$ cat src/rtl/regfile_dump_if.sv
// rtl/regfile_dump_if.sv - word stream from regfile_dump to its consumer
//
// out_valid : word on out_data/out_index is valid (source -> sink)
// out_ready : sink accepts the word on this edge   (sink -> source)
// out_data  : dumped register value
// out_index : register index of out_data
interface regfile_dump_if;
    logic        out_valid;
    logic        out_ready;
    logic [31:0] out_data;
    logic [4:0]  out_index;

    modport master (
        output out_valid,
        output out_data,
        output out_index,
        input  out_ready
    );

    modport slave (
        input  out_valid,
        input  out_data,
        input  out_index,
        output out_ready
    );
endinterface

$ cat src/rtl/regfile_dump.sv
// rtl/regfile_dump.sv - sequential register-file dumper with XOR signature
//
// clk       : rising-edge clock
// rst       : synchronous reset, active-high
// start     : one-cycle dump request, taken only when idle
// abort     : cancel a running dump
// freeze    : hold pipeline fetch/writeback while a dump is active
// rd_addr   : register index driven to the spare read port
// rd_data   : combinational read data for rd_addr
// out_if    : word stream (out_valid/out_ready/out_data/out_index)
// busy      : dump in progress
// done      : one-cycle pulse after the final word is accepted
// signature : XOR of all words accepted in the current dump
module regfile_dump #(
    parameter int FIRST_REG     = 0,
    parameter int LAST_REG      = 31,
    parameter int SETTLE_CYCLES = 3
) (
    input  logic                  clk,
    input  logic                  rst,
    input  logic                  start,
    input  logic                  abort,
    output logic                  freeze,
    output logic [4:0]            rd_addr,
    input  logic [31:0]           rd_data,
    regfile_dump_if.master        out_if,
    output logic                  busy,
    output logic                  done,
    output logic [31:0]           signature
);

    localparam logic [4:0] FIRST_IDX   = 5'(FIRST_REG);
    localparam logic [4:0] LAST_IDX    = 5'(LAST_REG);
    localparam logic [3:0] SETTLE_INIT = 4'(SETTLE_CYCLES - 1);

    typedef enum logic [2:0] {
        S_IDLE,
        S_SETTLE,
        S_READ,
        S_HOLD,
        S_FIN
    } state_t;

    state_t      state;
    state_t      state_nxt;
    logic [3:0]  settle_cnt;
    logic [31:0] data_q;
    logic [4:0]  index_q;
    logic        accept;
    logic        last_word;

    // out_valid is exactly "in HOLD", so the handshake reduces to HOLD & ready.
    assign accept    = (state == S_HOLD) && out_if.out_ready;
    assign last_word = (index_q == LAST_IDX);

    // State register
    always_ff @(posedge clk) begin
        if (rst) begin
            state <= S_IDLE;
        end else begin
            state <= state_nxt;
        end
    end

    // Next-state logic
    always_comb begin
        state_nxt = state;
        case (state)
            S_IDLE:   if (start) state_nxt = S_SETTLE;
            S_SETTLE: if (settle_cnt == 4'd0) state_nxt = S_READ;
            S_READ:   state_nxt = S_HOLD;
            S_HOLD:   if (accept) state_nxt = last_word ? S_FIN : S_READ;
            S_FIN:    state_nxt = S_IDLE;
            default:  state_nxt = S_IDLE;
        endcase
        // abort outranks every transition out of a busy state; in IDLE
        // it is ignored so a simultaneous start still begins a dump.
        if (abort && (state != S_IDLE)) begin
            state_nxt = S_IDLE;
        end
    end

    // Outputs decoded from state. freeze and busy cover the same span:
    // from the edge after start through FIN, dropping on the edge that
    // returns to IDLE (normal end, abort or reset).
    always_comb begin
        busy             = (state != S_IDLE);
        freeze           = (state != S_IDLE);
        done             = (state == S_FIN);
        out_if.out_valid = (state == S_HOLD);
        out_if.out_data  = data_q;
        out_if.out_index = index_q;
    end

    // Datapath: settle counter, read address, captured word and signature
    always_ff @(posedge clk) begin
        if (rst) begin
            settle_cnt <= 4'd0;
            rd_addr    <= FIRST_IDX;
            data_q     <= 32'd0;
            index_q    <= 5'd0;
            signature  <= 32'd0;
        end else begin
            case (state)
                S_IDLE: begin
                    if (start) begin
                        settle_cnt <= SETTLE_INIT;
                        rd_addr    <= FIRST_IDX;
                        signature  <= 32'd0;
                    end
                end
                S_SETTLE: begin
                    if (settle_cnt != 4'd0) begin
                        settle_cnt <= settle_cnt - 4'd1;
                    end
                end
                S_READ: begin
                    if (!abort) begin
                        // x0 is architecturally zero regardless of what the
                        // storage behind the read port returns.
                        data_q  <= (rd_addr == 5'd0) ? 32'd0 : rd_data;
                        index_q <= rd_addr;
                    end
                end
                S_HOLD: begin
                    if (accept && !abort) begin
                        signature <= signature ^ data_q;
                        // Stop at LAST_REG: rd_addr never runs past the window.
                        if (!last_word) begin
                            rd_addr <= rd_addr + 5'd1;
                        end
                    end
                end
                default: begin
                end
            endcase
        end
    end

endmodule

$ cat src/flat_wrapper.sv
// flat-port wrapper written by rule: the top's interface ports become plain ports
module regfile_dump_flat 
#(
    parameter int FIRST_REG     = 0,
    parameter int LAST_REG      = 31,
    parameter int SETTLE_CYCLES = 3
)
  (clk, rst, start, abort, freeze, rd_addr, rd_data, busy, done, signature, out_if_out_valid, out_if_out_data, out_if_out_index, out_if_out_ready);
  regfile_dump_if out_if_i ();
  input  logic clk;
  input  logic rst;
  input  logic start;
  input  logic abort;
  output logic freeze;
  output logic [4:0] rd_addr;
  input  logic [31:0] rd_data;
  output logic busy;
  output logic done;
  output logic [31:0] signature;
  output wire logic [$bits(out_if_i.out_valid)-1:0] out_if_out_valid;
  output wire logic [$bits(out_if_i.out_data)-1:0] out_if_out_data;
  output wire logic [$bits(out_if_i.out_index)-1:0] out_if_out_index;
  input wire logic [$bits(out_if_i.out_ready)-1:0] out_if_out_ready;
  assign out_if_out_valid = out_if_i.out_valid;
  assign out_if_out_data = out_if_i.out_data;
  assign out_if_out_index = out_if_i.out_index;
  assign out_if_i.out_ready = out_if_out_ready;
  regfile_dump #(.FIRST_REG(FIRST_REG), .LAST_REG(LAST_REG), .SETTLE_CYCLES(SETTLE_CYCLES)) u_core (.clk(clk), .rst(rst), .start(start), .abort(abort), .freeze(freeze), .rd_addr(rd_addr), .rd_data(rd_data), .out_if(out_if_i), .busy(busy), .done(done), .signature(signature));
endmodule
$ cat config.mk
export PLATFORM = sky130hd
export DESIGN_NAME = regfile_dump_flat
export DESIGN_NICKNAME = d
export VERILOG_FILES = /design/src/rtl/regfile_dump_if.sv /design/src/rtl/regfile_dump.sv /design/src/flat_wrapper.sv
export SDC_FILE = /design/constraint.sdc
export NUM_CORES = 1
export LEC_CHECK = 0
export CAP_MARGIN = 10
export CORE_ASPECT_RATIO = 0.75
export CORE_MARGIN = 10
export CORE_UTILIZATION = 46
export CTS_CLUSTER_SIZE = 20
export DETAILED_ROUTE_END_ITERATION = 10
export GPL_TIMING_DRIVEN = 1
export PLACE_DENSITY = 0.9
export SLEW_MARGIN = 20
export SYNTH_ARGS = -nofsm -noshare
export SYNTH_HDL_FRONTEND = slang
export SYNTH_SLANG_ARGS = --single-unit
$ cat constraint.sdc
create_clock -name clk -period 2.65 [get_ports clk]
set_clock_uncertainty 0.15 [all_clocks]
set_input_delay 0.795 -clock clk [delete_from_list [all_inputs] [get_ports clk]]
set_output_delay 0.795 -clock clk [all_outputs]
set_load 0.005 [all_outputs]
==> flow_summary.ini, run 1 <==
[outcome]
outcome = complete, no violations

[place]
dp_hpwl_mm = 7.528
dp_worst_setup_slack_ns = -0.1680
place.gp.congestion = 0.8402
buffer_ports.inserted = 114

[worst_setup_path]
r2r-start = u_core.state[1]$_SDFFE_PP0P_
cp_cell_sequence = inv_1, nor3_1, clkdlybuf4s50_1
endpoint_kind = primary output
slowest_stage = clkdlybuf4s50_1
r2r_cells = 4
crit_buf_inv = 2
start_kind = flip-flop
worst_ep_required_time_ns = 1.71
startpoint = u_core.state[2]$_SDFFE_PP0P_
r2r-end = u_core.out_if.out_data[7]$_SDFFE_PP0P_
critPathKind = flip-flop to primary output
path_depth = 3
crit_family = buffers and inverters
slowest_delay_ns = 0.53
critical_path.max_fanout = 7
r2r_setup_slack_ns = 0.65
worstPathArrival_ns = 1.55

[global_routing]
grt_pass1_wl_mm = 16.91
grt_max_degree = 80
track_usage = 0.1829
antenna_found_initial = 0
gr-total-overflow = 0
grt_pass1_vias = 3391

[floorplanning]
die_y_um = 94.86
die-area_um2 = 11370
initial_core_util = 0.4710
die_x_um = 119.8
io_pins = 115
num_rows = 27
coreArea_um2 = 7297

[synthesis]
ys_types = 41
syn_nets = 405
synth-async-reset-ratio = 0
syn_avg_cell_area_um2 = 9.442
ys_seq_area_frac = 0.4718
ys_warn_count = 0
syn_inst = 364
synthFlopType = dfxtp_1
synth_edf_count = 0
ys_ff_latch = 81
syn-cell-area_um2 = 3437

[timing]
fmax_mhz = 400.5
final-setup-viol-count = 0
hold_viol = 0
final.setup.worst_slack_ns = 0.1533
min_period_ns = 2.497
tns_ns = 0
grt_setup_unrepaired = false
fin_crit_sh = 0.9421
drv_slew = 0
max_slew_margin = 0.7493
tightest_slew_ns = 0.3760

[hold_path]
hold_start = u_core.settle_cnt[3]$_SDFFE_PP0P_
min_path_type = flip-flop to flip-flop
holdPathEnd = u_core.settle_cnt[3]$_SDFFE_PP0P_
hold_path_depth = 1

[routing]
drc = 0
wire_per_inst_um = 18.06
viasPerCell = 5.596
ant_nets = 0
num_vias = 3251
first_pass_iters = 4
wl_mm = 10.50
drt_iter0_markers = 206

[power]
power.internal_mw = 1.970
ir_drop_uv = 387.6
p_per_area_nw_per_um2 = 533.2
p_leak_nw = 1.957
p_seq_frac = 0.476
clkPwrFrac = 0.396
power_switching_mw = 0.6639
combPwrFrac = 0.127
finalPower_mw = 2.634
swShare = 0.2520

[cts]
cts_buffer_depth = 2
cts_sinks = 81
hold_buffers = 0
cts_buffers = 9
clk_latency_ns = 0.35
path_clk_slew_ns = 0.08
cts_root_buf = clkbuf_8
cts_tree = built
ctsHtreeMaxLevel = 3

[layout]
layout-drive-gt1-share = 0.1083
fin_util = 0.6771
area_growth_pct = 43.76
layout_commonest_cell = clkdlybuf4s50_1
layout.nets = 516
diodes = 0
n_fill_cell = 611
final_cell_mix = clkdlybuf4s50_1, dfxtp_1, nor2_1

[job]
max_cap_violations = 0
==> state kept, by name, summed over array words and instances (netlist names) <==
register	flops
u_core.out_if.out_data	32
u_core.signature	32
u_core.out_if.out_index	5
u_core.rd_addr	5
u_core.settle_cnt	4
u_core.state	3
==> synth_stat cells (all sizes together) (2+ instances only) <==
master	number	area, um2
dfxtp	81	1622
nor2	44	181.4
a21oi	35	175.2
a22oi	32	280.3
nor3	30	150.1
o211a	26	260.3
clkbuf	16	60.06
buf	15	113.9
inv	9	33.78
o21ai	9	45.04
nand3	8	45.04
nor3b	8	60.06
a32o	7	70.07
nand2	5	18.77
o211ai	5	37.54
ha	4	50.05
mux2i	4	40.04
a31oi	3	18.77
and3	3	18.77
a311oi	2	17.52
and2b	2	15.01
or4	2	15.01
or4b	2	20.02
==> power by group through the flow <==
stage | logic (mW) | registers [mW] | clock network [mW]
floorplan | 0.203 | 1.27 | 0
global placement | 0.320 | 1.28 | 0
global route | 0.368 | 1.26 | 1.11
CTS | 0.336 | 1.25 | 1.06
finish | 0.335 | 1.25 | 1.04
detailed placement | 0.332 | 1.28 | 0
==> routing by layer <==
metal  wire, um  up-vias  track usage
met3       1157        7      0.09595
met5          0        -            0
met1       4156     1557       0.1997
met4         67        0      0.05010
met2       5113      116       0.3085
li1           -     1571            -
==> cell families after synthesis <==
group                      after synthesis  synth area share
AOI/OAI and AO/OA                      123            0.2727
muxes                                    4           0.01165
adders and majority gates                4           0.01456
buffers and inverters                   41           0.06152
DFF                                     81            0.4718
and+or+nand+nor                        111            0.1678
==> final cells by class <==
type,count,area (um2),share of cell area
clock buffer,11,151.4,0.03064
sequential,81,1625,0.3289
multi-input combinational,242,1610,0.3259
inverter,10,37.54,0.007597
clock inverter,5,86.33,0.01747
tap,101,126.4,0.02558
timing repair buffer,131,1304,0.2639
==> stage by stage <==
stage	std cells	instance area, um2	hold WS [ns]
floorplan	364	3437	0.2996
global placement	564	4683	0.3184
detailed placement	564	4683	0.3197
CTS	581	4931	0.3337
global route	581	4941	0.3900
finish	581	4941	0.3352
==> worst max-delay path by stage <==
stage | slack (ns) | endpoint
after floorplan | 0.47 | u_core.out_if.out_data[17]$_SDFFE_PP0P_
after global placement | -0.07 | u_core.out_if.out_data[13]$_SDFFE_PP0P_
after detailed placement | -0.17 | u_core.out_if.out_data[7]$_SDFFE_PP0P_
after CTS | 0.02 | out_if_out_valid
after global routing | 0.005 | done
final | 0.15 | done
==> repair_timing <==
item | 4_1_cts | 5_1_grt
gates resized for setup | 3 | 4
endpoints found under the hold margin | 0 | 0
setup endpoints to repair | 1 | 4
buffers inserted | 1 | 0
Power figures use the tool's default switching activity.
==> inputs of run 2 (changes only) <==
--- a/config.mk
+++ b/config.mk
@@ -8,11 +8,11 @@
 export CAP_MARGIN = 10
 export CORE_ASPECT_RATIO = 0.75
 export CORE_MARGIN = 10
-export CORE_UTILIZATION = 46
+export CORE_UTILIZATION = 49
 export CTS_CLUSTER_SIZE = 20
 export DETAILED_ROUTE_END_ITERATION = 10
 export GPL_TIMING_DRIVEN = 1
-export PLACE_DENSITY = 0.9
+export PLACE_DENSITY = 0.95
 export SLEW_MARGIN = 20
 export SYNTH_ARGS = -nofsm -noshare
 export SYNTH_HDL_FRONTEND = slang
==> constraint.sdc (replaced) <==
create_clock -name clk -period 3 [get_ports clk]
set_clock_uncertainty 0.15 [all_clocks]
set_input_delay 0.9 -clock clk [delete_from_list [all_inputs] [get_ports clk]]
set_output_delay 0.9 -clock clk [all_outputs]
set_load 0.005 [all_outputs]
==> flow_summary.ini, run 2 (same netlist as run 1, synthesis figures left out) <==
[hold_path]
holdPathEnd = u_core.settle_cnt[3]$_SDFFE_PP0P_
min_path_type = flip-flop to flip-flop
hold_path_depth = 1
hold_start = u_core.settle_cnt[3]$_SDFFE_PP0P_

[global_routing]
grt_pass1_wl_mm = 16.88
grt_max_degree = 57
track_usage = 0.1939
antenna_found_initial = 0
grt_pass1_vias = 3245
gr-total-overflow = 0

[timing]
tightest_slew_ns = 0.4946
tns_ns = 0
hold_viol = 0
drv_slew = 0
hold_slack_ns = 0.3457
final-setup-viol-count = 0
min_period_ns = 2.898
fin_crit_sh = 0.9660
final.setup.worst_slack_ns = 0.1020
grt_setup_unrepaired = false
fmax_mhz = 345.1
max_slew_margin = 0.6703

[power]
swShare = 0.2671
combPwrFrac = 0.139
p_per_area_nw_per_um2 = 433.4
power_switching_mw = 0.5536
ir_drop_uv = 279.7
finalPower_mw = 2.073
clkPwrFrac = 0.326
power.internal_mw = 1.519
p_seq_frac = 0.535
p_leak_nw = 1.861

[worst_setup_path]
worstPathArrival_ns = 1.85
slowest_stage = clkdlybuf4s50_1
r2r-end = u_core.out_if.out_data[1]$_SDFFE_PP0P_
worst_ep_required_time_ns = 1.95
r2r_setup_slack_ns = 0.86
slowest_delay_ns = 0.55
cp_cell_sequence = and2b_1, nand2_1, inv_1, clkdlybuf4s50_1
r2r-start = u_core.state[1]$_SDFFE_PP0P_
start_kind = flip-flop
endpoint_kind = primary output
critPathKind = flip-flop to primary output
critical_path.max_fanout = 7
r2r_cells = 4

[cts]
ctsHtreeMaxLevel = 3
cts_root_buf = clkbuf_8
hold_buffers = 0
cts_buffers = 9
clk_latency_ns = 0.34
post_cts_buffers = 0
cts_buffer_depth = 2
post_cts_resized = 0
path_clk_slew_ns = 0.07
cts_sinks = 81
cts_tree = built

[layout]
diodes = 0
multi_input_area_um2 = 1604
n_fill_cell = 527
layout.nets = 510
regArea_um2 = 1623
fin_area_um2 = 4783
layout-drive-gt1-share = 0.08068
final_cell_mix = clkdlybuf4s50_1, dfxtp_1, nor2_1
layout_commonest_cell = clkdlybuf4s50_1
area_growth_pct = 39.17

[place]
place.gp.congestion = 0.7811
dp_worst_setup_slack_ns = 0.01342
placed_cell_area_um2 = 4624
dp_hpwl_mm = 7.486
buffer_ports.inserted = 114

[routing]
drt_iter0_markers = 177
ant_nets = 0
viasPerCell = 5.944
drc = 0
wl_met2_mm = 5.091
wl_met3_mm = 1.150
wirelength_met1_mm = 4.359
wl_mm = 10.70
first_pass_iters = 4
wire_per_inst_um = 19.29
num_vias = 3299
top_layer = met4

[floorplanning]
die_x_um = 116.7
num_rows = 26
die_y_um = 92.53
coreArea_um2 = 6799
initial_core_util = 0.5055
io_pins = 115
die-area_um2 = 10800

[job]
max_cap_violations = 0

[outcome]
outcome = complete, no violations
-- run 2: changes by cell type in the layout (fill, tap and decap cells not counted), moves of 2 or more --
| cell | delta |
|---|---|
| buf_4 | -6 |
| dfxtp_2 | -2 |
| clkinvlp_4 | +2 |
| clkinv_4 | -2 |
| dfxtp_1 | +2 |
| bufinv_16 | -2 |
-- run 2: power by group through the flow --
| stage | logic [mW] | registers (mW) | clock network [mW] |
|---|---|---|---|
| 4_1_cts | 0.288 | 1.11 | 0.685 |
| 5_1_grt | 0.316 | 1.11 | 0.729 |
| 3_5_place_dp | 0.286 | 1.13 | 0 |
| 3_3_place_gp | 0.276 | 1.13 | 0 |
| 6_report | 0.289 | 1.11 | 0.676 |
| 2_1_floorplan | 0.180 | 1.12 | 0 |
-- run 2: area by class of cell --
| cell class | count | area share |
|---|---|---|
| repair buffers | 125 | 0.2626 |
| clock inverters | 3 | 0.004185 |
| inverters | 10 | 0.007847 |
| well taps | 84 | 0.02197 |
| flip-flops and latches | 81 | 0.3393 |
| multi-input cells | 242 | 0.3353 |
| clock buffers | 10 | 0.02877 |
-- run 2: metrics by stage --
stage,std cells,utilization
floorplan,364,-
global placement,542,0.6802
detailed placement,542,0.6802
CTS,555,0.7033
global route,555,0.7035
finish,555,0.7035
-- run 2: how the worst max path moves through the flow --
stage	start	endpoint	slack, ns	cells after the start
2_1_floorplan	abort	u_core.out_if.out_data[17]$_SDFFE_PP0P_	0.72	6
4_1_cts	u_core.state[0]$_SDFFE_PP0P_	out_if_out_valid	0.06	4
3_3_place_gp	abort	u_core.out_if.out_data[15]$_SDFFE_PP0P_	0.09	5
6_report	u_core.state[2]$_SDFFE_PP0P_	out_if_out_valid	0.10	4
5_1_grt	u_core.state[2]$_SDFFE_PP0P_	out_if_out_valid	0.04	4
3_5_place_dp	abort	u_core.out_if.out_data[1]$_SDFFE_PP0P_	0.01	5
-- run 2: per-layer routing --
| metal | track usage | up-vias |
|---|---|---|
| met5 | 0 | - |
| met4 | 0.05852 | 0 |
| met3 | 0.1025 | 10 |
| met2 | 0.3109 | 123 |
| met1 | 0.2183 | 1603 |
| li1 | - | 1563 |
-- run 2: critical path: cells and delay by family (launching register included) --
family	cells	cell delay (ns)
buffers and inverters	2	0.75
and+or+nand+nor	2	0.39
DFF	1	0.37
==> inputs of run 3 (changes only) <==
--- a/config.mk
+++ b/config.mk
@@ -5,14 +5,16 @@
 export SDC_FILE = /design/constraint.sdc
 export NUM_CORES = 1
 export LEC_CHECK = 0
+export ABC_AREA = 1
 export CAP_MARGIN = 10
 export CORE_ASPECT_RATIO = 0.75
 export CORE_MARGIN = 10
-export CORE_UTILIZATION = 49
+export CORE_UTILIZATION = 51
 export CTS_CLUSTER_SIZE = 20
 export DETAILED_ROUTE_END_ITERATION = 10
 export GPL_TIMING_DRIVEN = 1
 export PLACE_DENSITY = 0.95
+export REMOVE_ABC_BUFFERS = 1
 export SLEW_MARGIN = 20
 export SYNTH_ARGS = -nofsm -noshare
 export SYNTH_HDL_FRONTEND = slang
==> flow_summary.ini, run 3 <==
[worst_setup_path]
critPathKind = flip-flop to primary output
start_kind = flip-flop
crit_family = buffers and inverters
endpoint_kind = primary output
slowest_stage = clkdlybuf4s50_1
crit_buf_inv = 1
worst_ep_required_time_ns = 1.95
slowest_delay_ns = 0.57
critical_path.max_fanout = 8
cp_cell_sequence = nand2_2, nor2_4, clkdlybuf4s50_1
worstPathArrival_ns = 1.80

[synthesis]
synth_edf_count = 0
yosysMostFrequentCell = nand2_1
ys_ff_latch = 81
syn_avg_cell_area_um2 = 7.411
synth_fa_ha_area_frac = 0.01262
synth-xor-area-share = 0.002209
synth_commonest_cells = nand2_1, dfxtp_1, a21oi_1
synth-simple-area-share = 0.3850
ys_seq_area_frac = 0.4090
synth_compound_area_frac = 0.1114
ys_types = 30
synth_top_family_by_area = simple AND/OR/NAND/NOR gates
post-synth-top-area-fraction = 0.4090
synth-async-reset-ratio = 0
ys_top_cells_by_area = dfxtp_1, nand2_1, a21oi_1
synth_mux_area_frac = 0
yosys.area.top_type = dfxtp_1
synthFlopType = dfxtp_1
syn-cell-area_um2 = 3965
ys_warn_count = 0
syn_inst = 535

[routing]
wl_mm = 11.57
ant_nets = 0
wire_per_inst_um = 15.67
viasPerCell = 5.354
first_pass_iters = 5
wl_met2_mm = 5.719
top_layer = met4
wl_met3_mm = 1.077
num_vias = 3951
drc = 0
wirelength_met1_mm = 4.683
drt_iter0_markers = 292

[timing]
grt_setup_unrepaired = false
hold_viol = 0
tns_ns = 0
drv_slew = 0
final-setup-viol-count = 0
max_slew_margin = 0.5633
tightest_slew_ns = 0.6532
fmax_mhz = 350.3
fin_crit_sh = 0.9515
hold_slack_ns = 0.3132
min_period_ns = 2.855

[cts]
cts_buffer_depth = 2
post_cts_buffers = 0
path_clk_slew_ns = 0.08
cts_sinks = 81
cts_tree = built
ctsHtreeMaxLevel = 3
clk_latency_ns = 0.35
post_cts_resized = 0
hold_buffers = 0
cts_root_buf = clkbuf_8
cts_buffers = 9

[place]
dp_hpwl_mm = 8.305
place.gp.congestion = 0.8766
buffer_ports.inserted = 114
placed_cell_area_um2 = 5090

[layout]
area_growth_pct = 33.67
layout.nets = 674
fin_area_um2 = 5300
final_cell_mix = nand2_1, clkdlybuf4s50_1, dfxtp_1
layout_commonest_cell = nand2_1
fin_util = 0.7099
diodes = 0
layout-drive-gt1-share = 0.06907

[floorplanning]
coreArea_um2 = 7466
initial_core_util = 0.5311
die_y_um = 96.36
io_pins = 115
die-area_um2 = 11740
num_rows = 27
die_x_um = 121.8

[job]
max_cap_violations = 0

[power]
p_leak_nw = 1.720
ir_drop_uv = 376.9
p_per_area_nw_per_um2 = 598.3
finalPower_mw = 3.171

[global_routing]
grt_max_degree = 61
track_usage = 0.1904
grt_pass1_vias = 3723
antenna_found_initial = 0
grt_pass1_wl_mm = 18.34
gr-total-overflow = 0

[outcome]
outcome = complete, no violations

[hold_path]
min_path_type = flip-flop to flip-flop
## run 3: cell type report
| class | count | area [um2] |
|---|---|---|
| Fill cell | 577 | 2166 |
| Clock inverter | 3 | 65.06 |
| Multi-Input combinational cell | 392 | 2032 |
| Timing Repair Buffer | 122 | 1209 |
| Clock buffer | 12 | 145.1 |
| Sequential cell | 81 | 1622 |
| Tap cell | 101 | 126.4 |
| Inverter | 27 | 101.3 |
## run 3: logic make-up (layout without fill, tap and decap cells)
| kind of cell | after synthesis | after routing |
|---|---|---|
| AOI/OAI and AO/OA | 83 | 83 |
| and+or+nand+nor | 304 | 304 |
| xor gates and xnor gates | 1 | 1 |
| buffers and inverters | 62 | 164 |
| adders and majority gates | 4 | 4 |
| DFF | 81 | 81 |
## run 3: worst paths after layout
path,to,slack [ns],from,cells after the start
min,u_core.out_if.out_index[4]$_SDFFE_PP0P_,0.31,u_core.out_if.out_index[4]$_SDFFE_PP0P_,2
max,out_if_out_valid,0.15,u_core.state[1]$_SDFFE_PP0P_,3
min reg2reg,u_core.out_if.out_index[4]$_SDFFE_PP0P_,0.31,u_core.out_if.out_index[4]$_SDFFE_PP0P_,2
max reg2reg,u_core.signature[23]$_SDFFE_PP0P_,0.70,u_core.state[1]$_SDFFE_PP0P_,5
## run 3: stage by stage
stage               setup slack, ns  cells
CTS                          0.1474    738
global route                0.09955    738
global placement             0.3849    723
floorplan                    0.2060    500
finish                       0.1454    738
detailed placement           0.3096    723
## run 3: power breakdown
part	internal, mW	switching, mW
combinational	0.369	0.690
clock	0.487	0.383
sequential	1.15	0.0949
total	2.00	1.17
## run 3: worst register-to-register path: cells and delay by family (launching register included)
| family | cells | cell delay [ns] |
|---|---|---|
| AOI/OAI and AO/OA | 2 | 0.56 |
| DFF | 1 | 0.55 |
| and+or+nand+nor | 3 | 0.90 |
## run 3: metal layers
layer / up-vias / track usage
met5: - / 0
met4: 0 / 0.04752
met3: 9 / 0.07076
met2: 151 / 0.3332
met1: 1828 / 0.2164
li1: 1963 / -
==> variant, RTL diff (flow settings as in run 1) <==
`FIRST_REG` is set to 0 in 2 places; all go to 1.
--- a/src/rtl/regfile_dump.sv
+++ b/src/rtl/regfile_dump.sv
@@ -14,3 +14,3 @@
 module regfile_dump #(
-    parameter int FIRST_REG     = 0,
+    parameter int FIRST_REG     = 1,
     parameter int LAST_REG      = 31,
--- a/src/flat_wrapper.sv
+++ b/src/flat_wrapper.sv
@@ -3,3 +3,3 @@
 #(
-    parameter int FIRST_REG     = 0,
+    parameter int FIRST_REG     = 1,
     parameter int LAST_REG      = 31,
Check against the original RTL: not equivalent (a bounded check fails within 4 cycles, from zero or initial values and one cycle with rst high).
==> variant against run 1 <==
- global-route usage decreased by 1.5 points
- largest cell class is now multi-input gates
- combinational power increased by 25%
- highest routed layer unchanged
- area after synthesis increased by 8.1%
- final area increased by 5.6%
- sequential cell count unchanged
- count of clock-buffer cells in the layout unchanged
- wire length increased by 1.2%
- power increased by 5.3%
- setup slack got worse by 0.055 ns
- critical path depth decreased by 1
==> variant: results (changes against run 1) <==
{
  "outcome": {
    "outcome": "finished, final reports clean"
  },
  "global_routing": {
    "grtUsageMet2": {"value": 29.6, "unit": "%", "change": "-1.2 points"},
    "fraction_of_met1_tracks_used_by_global_routing": {"value": 19.1, "unit": "%", "change": "-0.90 points"},
    "grt_use_total": {"value": 16.8, "unit": "%", "change": "-1.5 points"},
    "grt_pass1_vias": {"value": 3256, "change": "-4.0%"}
  },
  "cells_and_area": {
    "layout.buffer.nonclock.area_share": {"value": 25.2, "unit": "%", "change": "-1.2 points"},
    "layoutNonFillerInstCount": {"value": 614, "change": "+5.7%"},
    "n_multi_input_combinational_cell": {"value": 241, "change": "-0.41%"},
    "fillCellCount": {"value": 666, "change": "+9.0%"},
    "multiInputGateArea": {"value": 1760, "unit": "sq um", "change": "+9.4%"},
    "flops_and_latches": {"value": 81, "change": "unchanged"},
    "clock_tree_area_fraction": {"value": 4.51, "unit": "%", "change": "-0.30 points"},
    "inv_count": {"value": 40, "change": "+30"}
  },
  "pwr": {
    "ir_drop": {"value": 0.000279, "unit": "V", "change": "-28%"},
    "power.internal": {"value": 2.10, "unit": "mW", "change": "+6.4%"}
  },
  "worst_setup_path": {
    "critical_path_arrival": {"value": 1.61, "unit": "ns", "change": "+0.06 ns"},
    "crit_path_max_fanout": {"value": 13, "change": "+6"},
    "timing.critical_path.slowest_cell_delay": {"value": 0.47, "unit": "ns", "change": "-0.06 ns"}
  },
  "route": {
    "route.detailed.vias_per_inst": {"value": 5.32, "change": "-5.0%"},
    "met3RoutedLength": {"value": 798, "unit": "um", "change": "-31%"},
    "detailedRoute.firstPassIterationCount": {"value": 5, "change": "+1"},
    "route.detailed.wl_per_inst": {"value": 17.3, "unit": "um", "change": "-4.3%"},
    "wl_met2": {"value": 5.47, "unit": "mm", "change": "+7.1%"},
    "met1Wirelength": {"value": 4.18, "unit": "mm", "change": "+0.53%"}
  },
  "synth": {
    "synth.net_count": {"value": 434, "change": "+7.2%"},
    "ys_top_cells_by_area": "dfxtp_1 (44%), a211oi_2 (10%), nor2_1 (7.9%)",
    "synth-compound-area-share": {"value": 22.1, "unit": "%", "change": "-5.1 points"},
    "sequential_element_share_of_the_synthesized_area": {"value": 43.7, "unit": "%", "change": "-3.5 points"},
    "post_synth_fa_ha_maj_area_fraction": {"value": 1.35, "unit": "%", "change": "-0.11 points"},
    "post_synth_inst_count": {"value": 393, "change": "+8.0%"}
  },
  "place": {
    "gp_congestion": {"value": 0.849, "change": "+1.1%"},
    "dp.final_hpwl": {"value": 7.96, "unit": "mm", "change": "+5.7%"}
  },
  "sta": {
    "headroom_to_the_max_slew_limit": {"value": 59.5, "unit": "%", "change": "-15 points"}
  }
}
## variant: changes by cell type after synthesis, moves of 8 or more
cell      delta
a211oi_2    +30
nor3_1      -27
xnor2_1     +33
a21oi_1     -29
clkbuf_1     -8
inv_1       +31
o211a_1     -26
nor2_1      +35
## variant: metrics by stage
step | worst slack (ns) | hold WS (ns)
2_1_floorplan | 0.468 | 0.339
5_1_grt | 0.0321 | 0.406
6_report | 0.0986 | 0.380
3_3_place_gp | -0.0982 | 0.346
3_5_place_dp | -0.148 | 0.365
4_1_cts | 0.0125 | 0.386
## variant: path summary, 6_finish.rpt
check	from	to	slack [ns]	cells after the start
worst max-delay path	u_core.state[0]$_SDFFE_PP0P_	busy	0.1	2
worst min-delay path	u_core.signature[7]$_SDFFE_PP0P_	u_core.signature[7]$_SDFFE_PP0P_	0.38	2
worst max register to register	u_core.state[1]$_SDFFE_PP0P_	u_core.out_if.out_data[27]$_SDFFE_PP0P_	0.62	4
worst min register to register	u_core.signature[7]$_SDFFE_PP0P_	u_core.signature[7]$_SDFFE_PP0P_	0.38	2
## variant: power groups by stage
stage	logic (mW)	clock network, mW	registers (mW)
floorplan	0.245	0	1.31
global placement	0.400	0	1.32
detailed placement	0.415	0	1.32
CTS	0.421	1.09	1.29
global route	0.455	1.13	1.30
finish	0.419	1.06	1.29
## variant: tightest hold or removal path: stages (launching register included)
cell	delay [ns]
dfxtp_1	0.35
xnor2_1	0.08
nor2_1	0.07
## variant: repair_timing
item | 4_1_cts | 5_1_grt
setup endpoints to repair | 2 | 3
gates resized for setup | 1 | 2
setup buffers | 0 | 0
hold buffers | 0 | 0
hold endpoints to repair | 0 | 0
